`config.mk`:
```
export PLATFORM = sky130hd
export DESIGN_NAME = shift_register_sipo
export DESIGN_NICKNAME = d
export VERILOG_FILES = /design/src/rtl/shift_register_sipo.sv
export SDC_FILE = /design/constraint.sdc
export NUM_CORES = 1
export LEC_CHECK = 0
export CAP_MARGIN = 15
export CORE_MARGIN = 8
export CORE_UTILIZATION = 30
export DETAILED_ROUTE_END_ITERATION = 10
export MAX_ROUTING_LAYER = met4
export REMOVE_ABC_BUFFERS = 1
export SLEW_MARGIN = 20
export SYNTH_ARGS = -nofsm -noshare
export SYNTH_HDL_FRONTEND = slang
export SYNTH_SLANG_ARGS = --single-unit
```
`constraint.sdc`:
```
create_clock -name clk_i -period 3.35 [get_ports clk_i]
set_input_delay 0.67 -clock clk_i [delete_from_list [all_inputs] [get_ports clk_i]]
set_output_delay 0.67 -clock clk_i [all_outputs]
set_load 0.02 [all_outputs]
```
`src/rtl/shift_register_sipo.sv`:
```
`default_nettype none
// ============================================================================
// Module      : shift_register_sipo
// Description : Serial-in parallel-out deserializer. Bits are sampled one per
//               advance strobe and counted into a word. Each completed word is
//               moved into a holding register and offered on a valid/ready
//               handshake. A sticky overrun flag records any completed word
//               that had to be dropped because the holding register was full.
// Revision    : 1.0 - initial release
// ============================================================================
module shift_register_sipo #(
    parameter int               WIDTH         = 8,
    parameter bit               MSB_FIRST     = 1'b0,
    parameter logic [WIDTH-1:0] DEFAULT_VALUE = '0
) (
    input  logic                     clk_i,
    input  logic                     rst_ni,
    input  logic                     clear_i,
    input  logic                     advance_i,
    input  logic                     bit_i,
    output logic [WIDTH-1:0]         data_o,
    output logic                     valid_o,
    input  logic                     ready_i,
    output logic                     overrun_o,
    output logic [$clog2(WIDTH)-1:0] count_o
);

    localparam int               CNT_W    = $clog2(WIDTH);
    localparam logic [CNT_W-1:0] CNT_LAST = CNT_W'(WIDTH - 1);
    localparam logic [CNT_W-1:0] CNT_ONE  = CNT_W'(1);

    // Architectural state.
    logic [WIDTH-1:0] sr_q,      sr_d;
    logic [CNT_W-1:0] cnt_q,     cnt_d;
    logic [WIDTH-1:0] data_q,    data_d;
    logic             valid_q,   valid_d;
    logic             overrun_q, overrun_d;

    // Shift register contents after sampling bit_i this cycle. On the
    // completing advance this is the finished word, including the last bit.
    logic [WIDTH-1:0] sr_shift;

    // Bit order on the line decides which end of the register new bits enter.
    generate
        if (MSB_FIRST) begin : g_msb_first
            assign sr_shift = {sr_q[WIDTH-2:0], bit_i};
        end else begin : g_lsb_first
            assign sr_shift = {bit_i, sr_q[WIDTH-1:1]};
        end
    endgenerate

    // Handshake decode: a pop happens only while a word is actually held,
    // and a word completes on the advance that fills the last bit position.
    logic pop;
    logic complete;

    assign pop      = valid_q && ready_i;
    assign complete = advance_i && (cnt_q == CNT_LAST);

    // Next-state logic. clear_i wins over everything; otherwise advance and
    // the consumer handshake are resolved together so that a pop and a new
    // completion on the same edge hand over without a bubble.
    always_comb begin
        sr_d      = sr_q;
        cnt_d     = cnt_q;
        data_d    = data_q;
        valid_d   = valid_q;
        overrun_d = overrun_q;

        if (clear_i) begin
            // Abort: drop the partial word, the held word and the overrun
            // flag. The holding register keeps its last value on purpose.
            sr_d      = '0;
            cnt_d     = '0;
            valid_d   = 1'b0;
            overrun_d = 1'b0;
        end else begin
            if (advance_i) begin
                sr_d  = sr_shift;
                cnt_d = complete ? '0 : (cnt_q + CNT_ONE);
            end

            if (complete) begin
                if (!valid_q || pop) begin
                    // Holding register is free (or being freed this edge).
                    data_d  = sr_shift;
                    valid_d = 1'b1;
                end else begin
                    // Consumer stalled: keep the old word, flag the loss.
                    overrun_d = 1'b1;
                end
            end else if (pop) begin
                valid_d = 1'b0;
            end
        end
    end

    // State register with asynchronous active-low reset.
    always_ff @(posedge clk_i or negedge rst_ni) begin
        if (!rst_ni) begin
            sr_q      <= '0;
            cnt_q     <= '0;
            data_q    <= DEFAULT_VALUE;
            valid_q   <= 1'b0;
            overrun_q <= 1'b0;
        end else begin
            sr_q      <= sr_d;
            cnt_q     <= cnt_d;
            data_q    <= data_d;
            valid_q   <= valid_d;
            overrun_q <= overrun_d;
        end
    end

    // All outputs come straight from flops.
    assign data_o    = data_q;
    assign valid_o   = valid_q;
    assign overrun_o = overrun_q;
    assign count_o   = cnt_q;

endmodule
`default_nettype wire

```
* Word-level counts from Yosys, hierarchy flattened *
Index checks and enable logic that the tools add are counted.

cells by class
  add/subtract/negate cells = 1
  equality and inequality tests = 3
  multiplexer cells = 12
  bitwise logic cells = 1
  reductions and logical operators = 10

operators by type and width
  cell                 count
  $mux 8               2
  $mux 3               3
  $mux 1               7
  $reduce_and 2->1     2
  $reduce_bool 2->1    2
  $add 3x1->3 const B  1
  $eq 3x3->1 const B   1
  $ne 3x2->1 const B   1
  $reduce_and 3->1     1
  $reduce_bool 3->1    1
  $logic_and 1x1->1    2
  $ne 2x2->1 const B   1
  $logic_not 1->1      1
  $logic_or 1x1->1     1
  $not 1->1            1

word-level totals
  bits in registers = 21
  output and inout bits = 13
  word-level logic and storage cells = 32

* Longest topological paths before layout *
Gate-level depths: netlist (run 1).

  depth after elaboration = 5
  depth in mapped cells = 5
  gate-level depth less buffers = 5

* Worst setup path before layout (run 1) *
Ideal clock, no wire load.

  path type = reg-to-reg
  from = register cnt_q[0] (netlist: count_o[0])
  to = register data_q[7] (netlist: data_o[7])
  setup time = 0.125 ns
  data arrival time = 1.567 ns
  required time = 3.225 ns
  slack = 1.658 ns
  cell stages (with the launch flop) = 6
  period minus slack after synthesis = 1.692 ns
  cells stage by stage = dfrtp_1 -> ha_1 -> ha_1 -> nand2_1 -> nor3_4 -> mux2_2

on the way
  longest elaborated chain between the ends = 3

ends and longest elaborated chain
  item                        RTL line  text
  from (decl)                 34        logic [CNT_W-1:0] cnt_q, cnt_d;
  from (signal assigned)      108       cnt_q <= cnt_d;
  $eq 3x3->1                  58        assign complete = advance_i && (cnt_q == CNT_LAST);
  $logic_and 1x1->1           58
  $reduce_and 3->1 (no line)  -
  to (signal assigned)        109       data_q <= data_d;
  to (decl)                   35        logic [WIDTH-1:0] data_q, data_d;

Every way passes these cells.
A chain may end at the register's enable or synchronous reset.

* Worst setup path after layout (run 1) *
  from = input port clear_i
  to = register data_q[4] (netlist: data_o[4])

on the way
  longest elaborated chain between the ends = 2

ends and longest elaborated chain
  item                        RTL line  text
  from (decl)                 18        input logic clear_i,
  $not 1->1 (no line)         -
  $reduce_and 3->1 (no line)  -

Every way passes these cells.

==> impl_metrics.yaml, run 1 <==
critical_path:
  r2r_start: "count_o[0]"
  crit_required_ns: 3.53
  crit_fanout: 13
  start_kind: "primary input"
  path_class: "primary input to flop"
  endpoint_kind: "flop"
  arrival_ns: 2.22
  reg2reg_to: "data_o[4]"
  r2r.worst_path.cells: 5
  rrSetupSlack_ns: 1.61
global_route:
  grt_max_degree: 21
  grt_pass1_vias: 540
  antenna_found_initial: 0
  grt-ovfl-total: 0
  grtUsageTotal: 0.0756
  grt_pass1_wl_microns: 2500
placed_design:
  port_buffers: 18
  place_congestion: 0.676
  placed_cells: 110
  pre_cts_ws_ns: 0.973
  dp_hpwl_microns: 1090
timing:
  worstMarginPinSlew_ns: 0.880
  min_period_over_period: 0.610
  fin_ws_ns: 1.31
  tns_ns: 0
  slew_headroom: 0.412
  whs_ns: 0.509
  fin_worst_skew_ns: 0.000494
  finalHoldViolCount: 0
  max_freq_mhz: 489
  rsz0062_at_grt: "false"
  min_period_ns: 2.04
  setup_violations: 0
  report.final.slew_viol_count: 0
route:
  vias: 534
  drc: 0
  drt-initial-drc-count: 16
  ant_nets: 0
  routed_via_density: 4.73
  first_pass_iters: 4
  wl_per_cell_microns: 12.9
  wirelength_microns: 1460
clocking:
  clk_latency_ns: 0.28
  root_buffer: "clkbuf_4"
  cts_tree: "done"
  cts_buffer_depth: 2
  holdBufCountCts: 0
  path_clk_slew_ns: 0.10
  htree_levels: 1
  numCtsBuffers: 3
  cts_num_sinks: 20
  post-cts-setup-buffers: 0
  cts_resized: 0
floorplan:
  fp.dieArea_sq_um: 4640
  die_w_microns: 68.1
  ios: 19
  die_h_microns: 68.1
  initial_core_util: 0.306
  row_count: 19
  core-area_sq_um: 2660
power_and_ir_drop:
  power_w: 0.000385
  power_density_nw_per_um2: 364
  p_leak_nw: 0.504
  ir_drop_uv: 201
cells_and_area:
  final_cell_mix: "dfrtp_1 (20), clkdlybuf4s50_1 (18), nor2_1 (11)"
  area_delta_synth_final_pct: 29.4
  fillerInstances: 273
  layout_commonest_cell: "dfrtp_1"
  multiInputGateArea_sq_um: 303
  antenna_cells: 0
  instances_no_fill: 113
  seqCellArea_sq_um: 500
  final_nets: 92
  drive_gt1_frac: 0.159
synthesis:
  ys_seq_elements: 20
  yosysUniqueCellTypes: 15
  yosysTopAreaCell: "dfrtp_1"
  synth_area_sq_um: 816
  yosysTopAreaCellShare: 0.613
  synth-seq-area-share: 0.613
  synthTopCellsByArea: "dfrtp_1 (61%), mux2_2 (11%), mux2i_1 (9.8%), nor2_1 (5.1%), ha_1 (3.1%)"
  ys_warn_count: 0
  postSynthCellCount: 62
  syn_area_per_cell_sq_um: 13.2
min_path:
  min_path_type: "flop to flop"
  holdPathEnd: "overrun_o"
  hold_start: "overrun_o"
  whs_path_depth: 2
run:
  maxCapViolations: 0
outcome:
  status: "finished, final reports clean"
-- Yosys cell counts --
cell / number
nor2b_1: 1
nor3b_1: 1
a31oi_1: 1
clkbuf_1: 1
nor3_4: 1
mux2i_1: 8
nand3b_1: 1
dfrtp_1: 20
ha_1: 2
buf_2: 1
nand2_1: 2
inv_1: 1
mux2_2: 8
a21oi_1: 3
nor2_1: 11
-- sequential cells by signal, summed over array words and instances, names as in the netlist --
register / flops
valid_o: 1
overrun_o: 1
data_o: 8
count_o: 3
sr_q: 7
-- layer usage --
metal | wire (microns) | global-route usage | vias up
met5 | 0 | - | -
met4 | 10 | 0.0460 | 0
met3 | 64 | 0.0245 | 2
met2 | 696 | 0.111 | 12
met1 | 690 | 0.0876 | 264
li1 | - | - | 256
-- logic make-up after synthesis --
kind of cell,count (synthesis),share of synthesized area
multiplexers,16,0.209
flip-flops,20,0.613
buffers and inverters,3,0.0153
AO/OA/AOI/OAI,4,0.0261
adder cells (fa/ha/maj),2,0.0307
AND/OR/NAND/NOR,17,0.106
-- area by class of cell --
type                       count  area share
tap                           31      0.0367
multi-input combinational     39       0.287
sequential                    20       0.474
inverter                       1     0.00355
clock buffer                   3      0.0213
timing repair buffer          19       0.178
-- worst max path at each step --
stage | cells past startpoint | start | to | slack, ns
final | 3 | clear_i | data_o[4] | 1.31
after global placement | 3 | clear_i | data_o[3] | 0.99
after detailed placement | 3 | clear_i | data_o[2] | 0.97
after CTS | 3 | clear_i | data_o[3] | 1.30
after floorplan | 5 | count_o[0] | data_o[7] | 1.66
after global routing | 3 | clear_i | data_o[0] | 1.25
-- worst max-delay path, cell delays in order --
cell             delay [ns]
clkdlybuf4s50_1        0.66
nor3_4                 0.50
mux2_2                 0.39
-- stage by stage --
step | util | cell area (sq um)
after floorplan | - | 807
after global placement | 0.388 | 1030
after detailed placement | 0.388 | 1030
after CTS | 0.397 | 1060
after global routing | 0.397 | 1060
final | 0.397 | 1060
-- report_power, final --
part / switching (W) / internal [W]
clock: 0.0000637 / 0.0000418
combinational: 0.0000174 / 0.0000145
sequential: 0.00000293 / 0.000245
total: 0.0000840 / 0.000301
Note: power is estimated with default switching activity, not from simulation.
==> run 2, diff against run 1 <==
==> constraint.sdc (replaced) <==
create_clock -name clk_i -period 2 [get_ports clk_i]
set_input_delay 0.4 -clock clk_i [delete_from_list [all_inputs] [get_ports clk_i]]
set_output_delay 0.4 -clock clk_i [all_outputs]
set_load 0.02 [all_outputs]
==> impl_metrics.yaml, run 2 (synthesized netlist as in run 1, its figures left out) <==
outcome:
  status: "finished, final reports clean"
floorplan:
  fp.dieArea_sq_um: 4640
  initial_core_util: 0.306
  row_count: 19
  ios: 19
  die_w_microns: 68.1
  die_h_microns: 68.1
  core-area_sq_um: 2660
route:
  drc: 0
  vias: 526
  first_pass_iters: 3
  ant_nets: 0
  routed_via_density: 4.57
  wirelength_microns: 1640
  drt-initial-drc-count: 5
  wl_per_cell_microns: 14.3
critical_path:
  arrival_ns: 1.94
  start_kind: "flop"
  path_class: "flop to flop"
  cp_top_family: "simple AND/OR/NAND/NOR gates"
  path_buf_inv: 0
  crit_fanout: 8
  critical-path-max-stage-delay_ns: 0.41
  endpoint_kind: "flop"
  cpMostUsedCell: "ha_1"
  crit_chain: "ha_1 -> ha_1 -> nand2_1 -> nor3_4 -> mux2_2"
  crit_required_ns: 2.19
  crit_slowest_cell: "dfrtp_1"
placed_design:
  port_buffers: 18
  pre_cts_ws_ns: 0.157
  place_congestion: 0.714
cells_and_area:
  fin_util: 0.402
  area_delta_synth_final_pct: 31.3
  layout_commonest_cell: "dfrtp_1"
  drive_gt1_frac: 0.179
  final_nets: 94
  fillerInstances: 268
  final_cell_mix: "dfrtp_1 (20), clkdlybuf4s50_1 (18), nor2_1 (11)"
  largest_reg_flops: 8
  antenna_cells: 0
global_route:
  grt-ovfl-total: 0
  antenna_found_initial: 0
  grt_pass1_wl_microns: 2680
  grt_max_degree: 21
  grtUsageTotal: 0.0802
  grt_pass1_vias: 551
clocking:
  path_clk_slew_ns: 0.11
  cts_num_sinks: 20
  cts_resized: 0
  holdBufCountCts: 0
  cts_buffer_depth: 2
  clk_latency_ns: 0.29
  numCtsBuffers: 3
  root_buffer: "clkbuf_4"
  cts_tree: "done"
  post-cts-setup-buffers: 0
  htree_levels: 1
timing:
  max_freq_mhz: 571
  rsz0062_at_grt: "false"
  finalHoldViolCount: 0
  worstMarginPinSlew_ns: 0.397
  slew_headroom: 0.735
  setup_violations: 0
  fin_worst_skew_ns: 0.00446
  min_period_over_period: 0.876
  report.final.slew_viol_count: 0
  fin_ws_ns: 0.248
  min_period_ns: 1.75
  tns_ns: 0
power_and_ir_drop:
  power_density_nw_per_um2: 618
  ir_drop_uv: 394
  p_leak_nw: 0.514
run:
  maxCapViolations: 0
min_path:
  min_path_type: "primary input to async pin"
==> run 2: layer usage <==
layer	vias to the layer above	global-route usage	part of all wire
li1	253	-	-
met1	261	0.0974	0.50
met2	10	0.118	0.44
met3	2	0.0295	0.053
met4	0	0.0307	0.0061
met5	-	-	0
==> run 2: worst paths after layout <==
kind,from,endpoint,slack [ns],cells after the start
min reg2reg,overrun_o,overrun_o,0.51,2
max reg2reg,count_o[0],data_o[1],0.25,5
min in group clk_i,overrun_o,overrun_o,0.51,2
min,rst_ni,data_o[1],0.43,2
max,count_o[0],data_o[1],0.25,5
max in group asynchronous,rst_ni,valid_o,1.36,2
==> run 2: where the power goes <==
part	internal (W)	switching (W)	total [W]
Sequential	0.000410	0.00000494	0.000415
Combinational	0.0000267	0.0000303	0.0000570
Clock	0.0000700	0.000120	0.000190
Total	0.000506	0.000155	0.000662
==> run 2: layout make-up <==
class	instances	area, sq um	area share
flip-flops and latches	20	500	0.467
multi-input cells	39	303	0.283
repair buffers	21	203	0.189
well taps	31	38.8	0.0362
clock buffers	3	22.5	0.0210
inverters	1	3.75	0.00350
==> run 2: through the flow <==
stage          power (W)  area (sq um)  hold slack (ns)  std cells
2_1_floorplan   0.000439           807            0.104         60
3_3_place_gp    0.000480          1050            0.478        112
3_5_place_dp    0.000481          1050            0.492        112
4_1_cts         0.000669          1070            0.438        115
5_1_grt         0.000691          1070            0.439        115
6_report        0.000662          1070            0.434        115
==> run 2: worst register-to-register path: cells and delay by family (launching register included) <==
kind | cells | cell delay, ns
muxes | 1 | 0.38
adders and majority gates | 2 | 0.41
and+or+nand+nor | 2 | 0.44
DFF | 1 | 0.41
==> run 3, diff against run 2 <==
--- a/config.mk
+++ b/config.mk
@@ -6,10 +6,13 @@
 export NUM_CORES = 1
 export LEC_CHECK = 0
 export CAP_MARGIN = 15
+export CELL_PAD_IN_SITES_DETAIL_PLACEMENT = 1
+export CELL_PAD_IN_SITES_GLOBAL_PLACEMENT = 1
 export CORE_MARGIN = 8
 export CORE_UTILIZATION = 30
 export DETAILED_ROUTE_END_ITERATION = 10
 export MAX_ROUTING_LAYER = met4
+export PLACE_DENSITY_LB_ADDON = 0.1
 export REMOVE_ABC_BUFFERS = 1
 export SLEW_MARGIN = 20
 export SYNTH_ARGS = -nofsm -noshare
==> impl_metrics.yaml, run 3 (synthesized netlist as in run 1, its figures left out) <==
outcome:
  status: "finished, final reports clean"
timing:
  fin_worst_skew_ns: 0.00369
  setup_violations: 0
  worstMarginPinSlew_ns: 0.415
  rsz0062_at_grt: "false"
  min_period_over_period: 0.879
  whs_ns: 0.424
  max_freq_mhz: 569
  tns_ns: 0
  slew_headroom: 0.722
  report.final.slew_viol_count: 0
  finalHoldViolCount: 0
  min_period_ns: 1.76
cells_and_area:
  fillerInstances: 292
  antenna_cells: 0
  area_delta_synth_final_pct: 35.0
  layout_commonest_cell: "dfrtp_1"
  drive_gt1_frac: 0.188
  final_cell_mix: "dfrtp_1 (20), clkdlybuf4s50_1 (18), nor2_1 (11)"
  largest_reg_flops: 8
  instances_no_fill: 116
  final_nets: 94
clocking:
  post-cts-setup-buffers: 0
  path_clk_slew_ns: 0.11
  cts_buffer_depth: 2
  cts_num_sinks: 20
  htree_levels: 1
  cts_tree: "done"
  cts_resized: 0
  root_buffer: "clkbuf_4"
  numCtsBuffers: 3
  clk_latency_ns: 0.30
  holdBufCountCts: 0
route:
  routed_via_density: 4.69
  first_pass_iters: 4
  wl_per_cell_microns: 14.3
  drc: 0
  vias: 544
  drt-initial-drc-count: 30
  wirelength_microns: 1660
  ant_nets: 0
critical_path:
  path_class: "flop to flop"
  critical-path-max-stage-delay_ns: 0.41
  crit_required_ns: 2.19
  endpoint_kind: "flop"
  cpMostUsedCell: "ha_1"
  crit_slowest_cell: "dfrtp_1"
  crit_fanout: 8
  arrival_ns: 1.95
  path_buf_inv: 0
  crit_chain: "ha_1 -> ha_1 -> nand2_1 -> nor3_4 -> mux2_2"
  cp_top_family: "simple AND/OR/NAND/NOR gates"
  start_kind: "flop"
global_route:
  grt-ovfl-total: 0
  grtUsageTotal: 0.0819
  antenna_found_initial: 0
  grt_pass1_wl_microns: 2770
  grt_max_degree: 21
  grt_pass1_vias: 571
power_and_ir_drop:
  switchingPower_w: 0.000159
  p_int_w: 0.000639
  p_leak_nw: 0.528
  ir_drop_uv: 367
  p_clk_frac: 0.409
  p_comb_frac: 0.072
  seq_power_share: 0.519
  power_density_nw_per_um2: 725
  switching_share: 0.199
floorplan:
  core-area_sq_um: 2660
  fp.dieArea_sq_um: 4640
  initial_core_util: 0.306
  row_count: 19
  die_w_microns: 68.1
  ios: 19
  die_h_microns: 68.1
placed_design:
  port_buffers: 18
  placed_cells: 112
  place_congestion: 0.695
run:
  maxCapViolations: 0
min_path:
  min_path_type: "primary input to async pin"
## run 3: cell type report
class                           count  area (sq um)  share of cell area
Clock buffer                        3          22.5              0.0205
Clock inverter                      1          30.0              0.0273
Inverter                            1          3.75             0.00341
Multi-Input combinational cell     39           303               0.275
Sequential cell                    20           500               0.455
Tap cell                           31          38.8              0.0352
Timing Repair Buffer               21           203               0.184
## run 3: power groups by stage
stage          Clock, W  Sequential [W]  Combinational [W]
4_1_cts        0.000341        0.000415          0.0000598
3_5_place_dp          0        0.000422          0.0000597
6_report       0.000326        0.000414          0.0000574
2_1_floorplan         0        0.000426          0.0000132
3_3_place_gp          0        0.000422          0.0000586
5_1_grt        0.000355        0.000416          0.0000638
## run 3: worst paths after layout
check | slack (ns) | cells after the start | end | startpoint
worst max-delay path | 0.24 | 5 | data_o[0] | count_o[0]
min in group clk_i | 0.52 | 1 | data_o[2] | data_o[2]
worst min-delay path | 0.42 | 2 | count_o[1] | rst_ni
max in group asynchronous | 1.37 | 2 | data_o[1] | rst_ni
worst min register to register | 0.52 | 1 | data_o[2] | data_o[2]
worst max register to register | 0.24 | 5 | data_o[0] | count_o[0]
## run 3: stage by stage
| stage | power [W] | setup slack, ns | area (sq um) | util |
|---|---|---|---|---|
| floorplan | 0.000439 | 0.308 | 807 | - |
| global placement | 0.000481 | 0.111 | 1050 | 0.394 |
| detailed placement | 0.000482 | 0.126 | 1050 | 0.394 |
| CTS | 0.000815 | 0.198 | 1100 | 0.414 |
| global route | 0.000834 | 0.0600 | 1100 | 0.414 |
| finish | 0.000798 | 0.243 | 1100 | 0.414 |
## run 3: layer usage
metal / routed length (microns) / GRT usage
met5: 0 / -
met4: 18 / 0.0460
met3: 116 / 0.0229
met2: 753 / 0.114
met1: 768 / 0.104
## run 3: worst register-to-register path: stages, from the launching register on
cell and delay (ns):
dfrtp_1 0.41, ha_1 0.16, ha_1 0.22, nand2_1 0.12, nor3_4 0.35, mux2_2 0.39
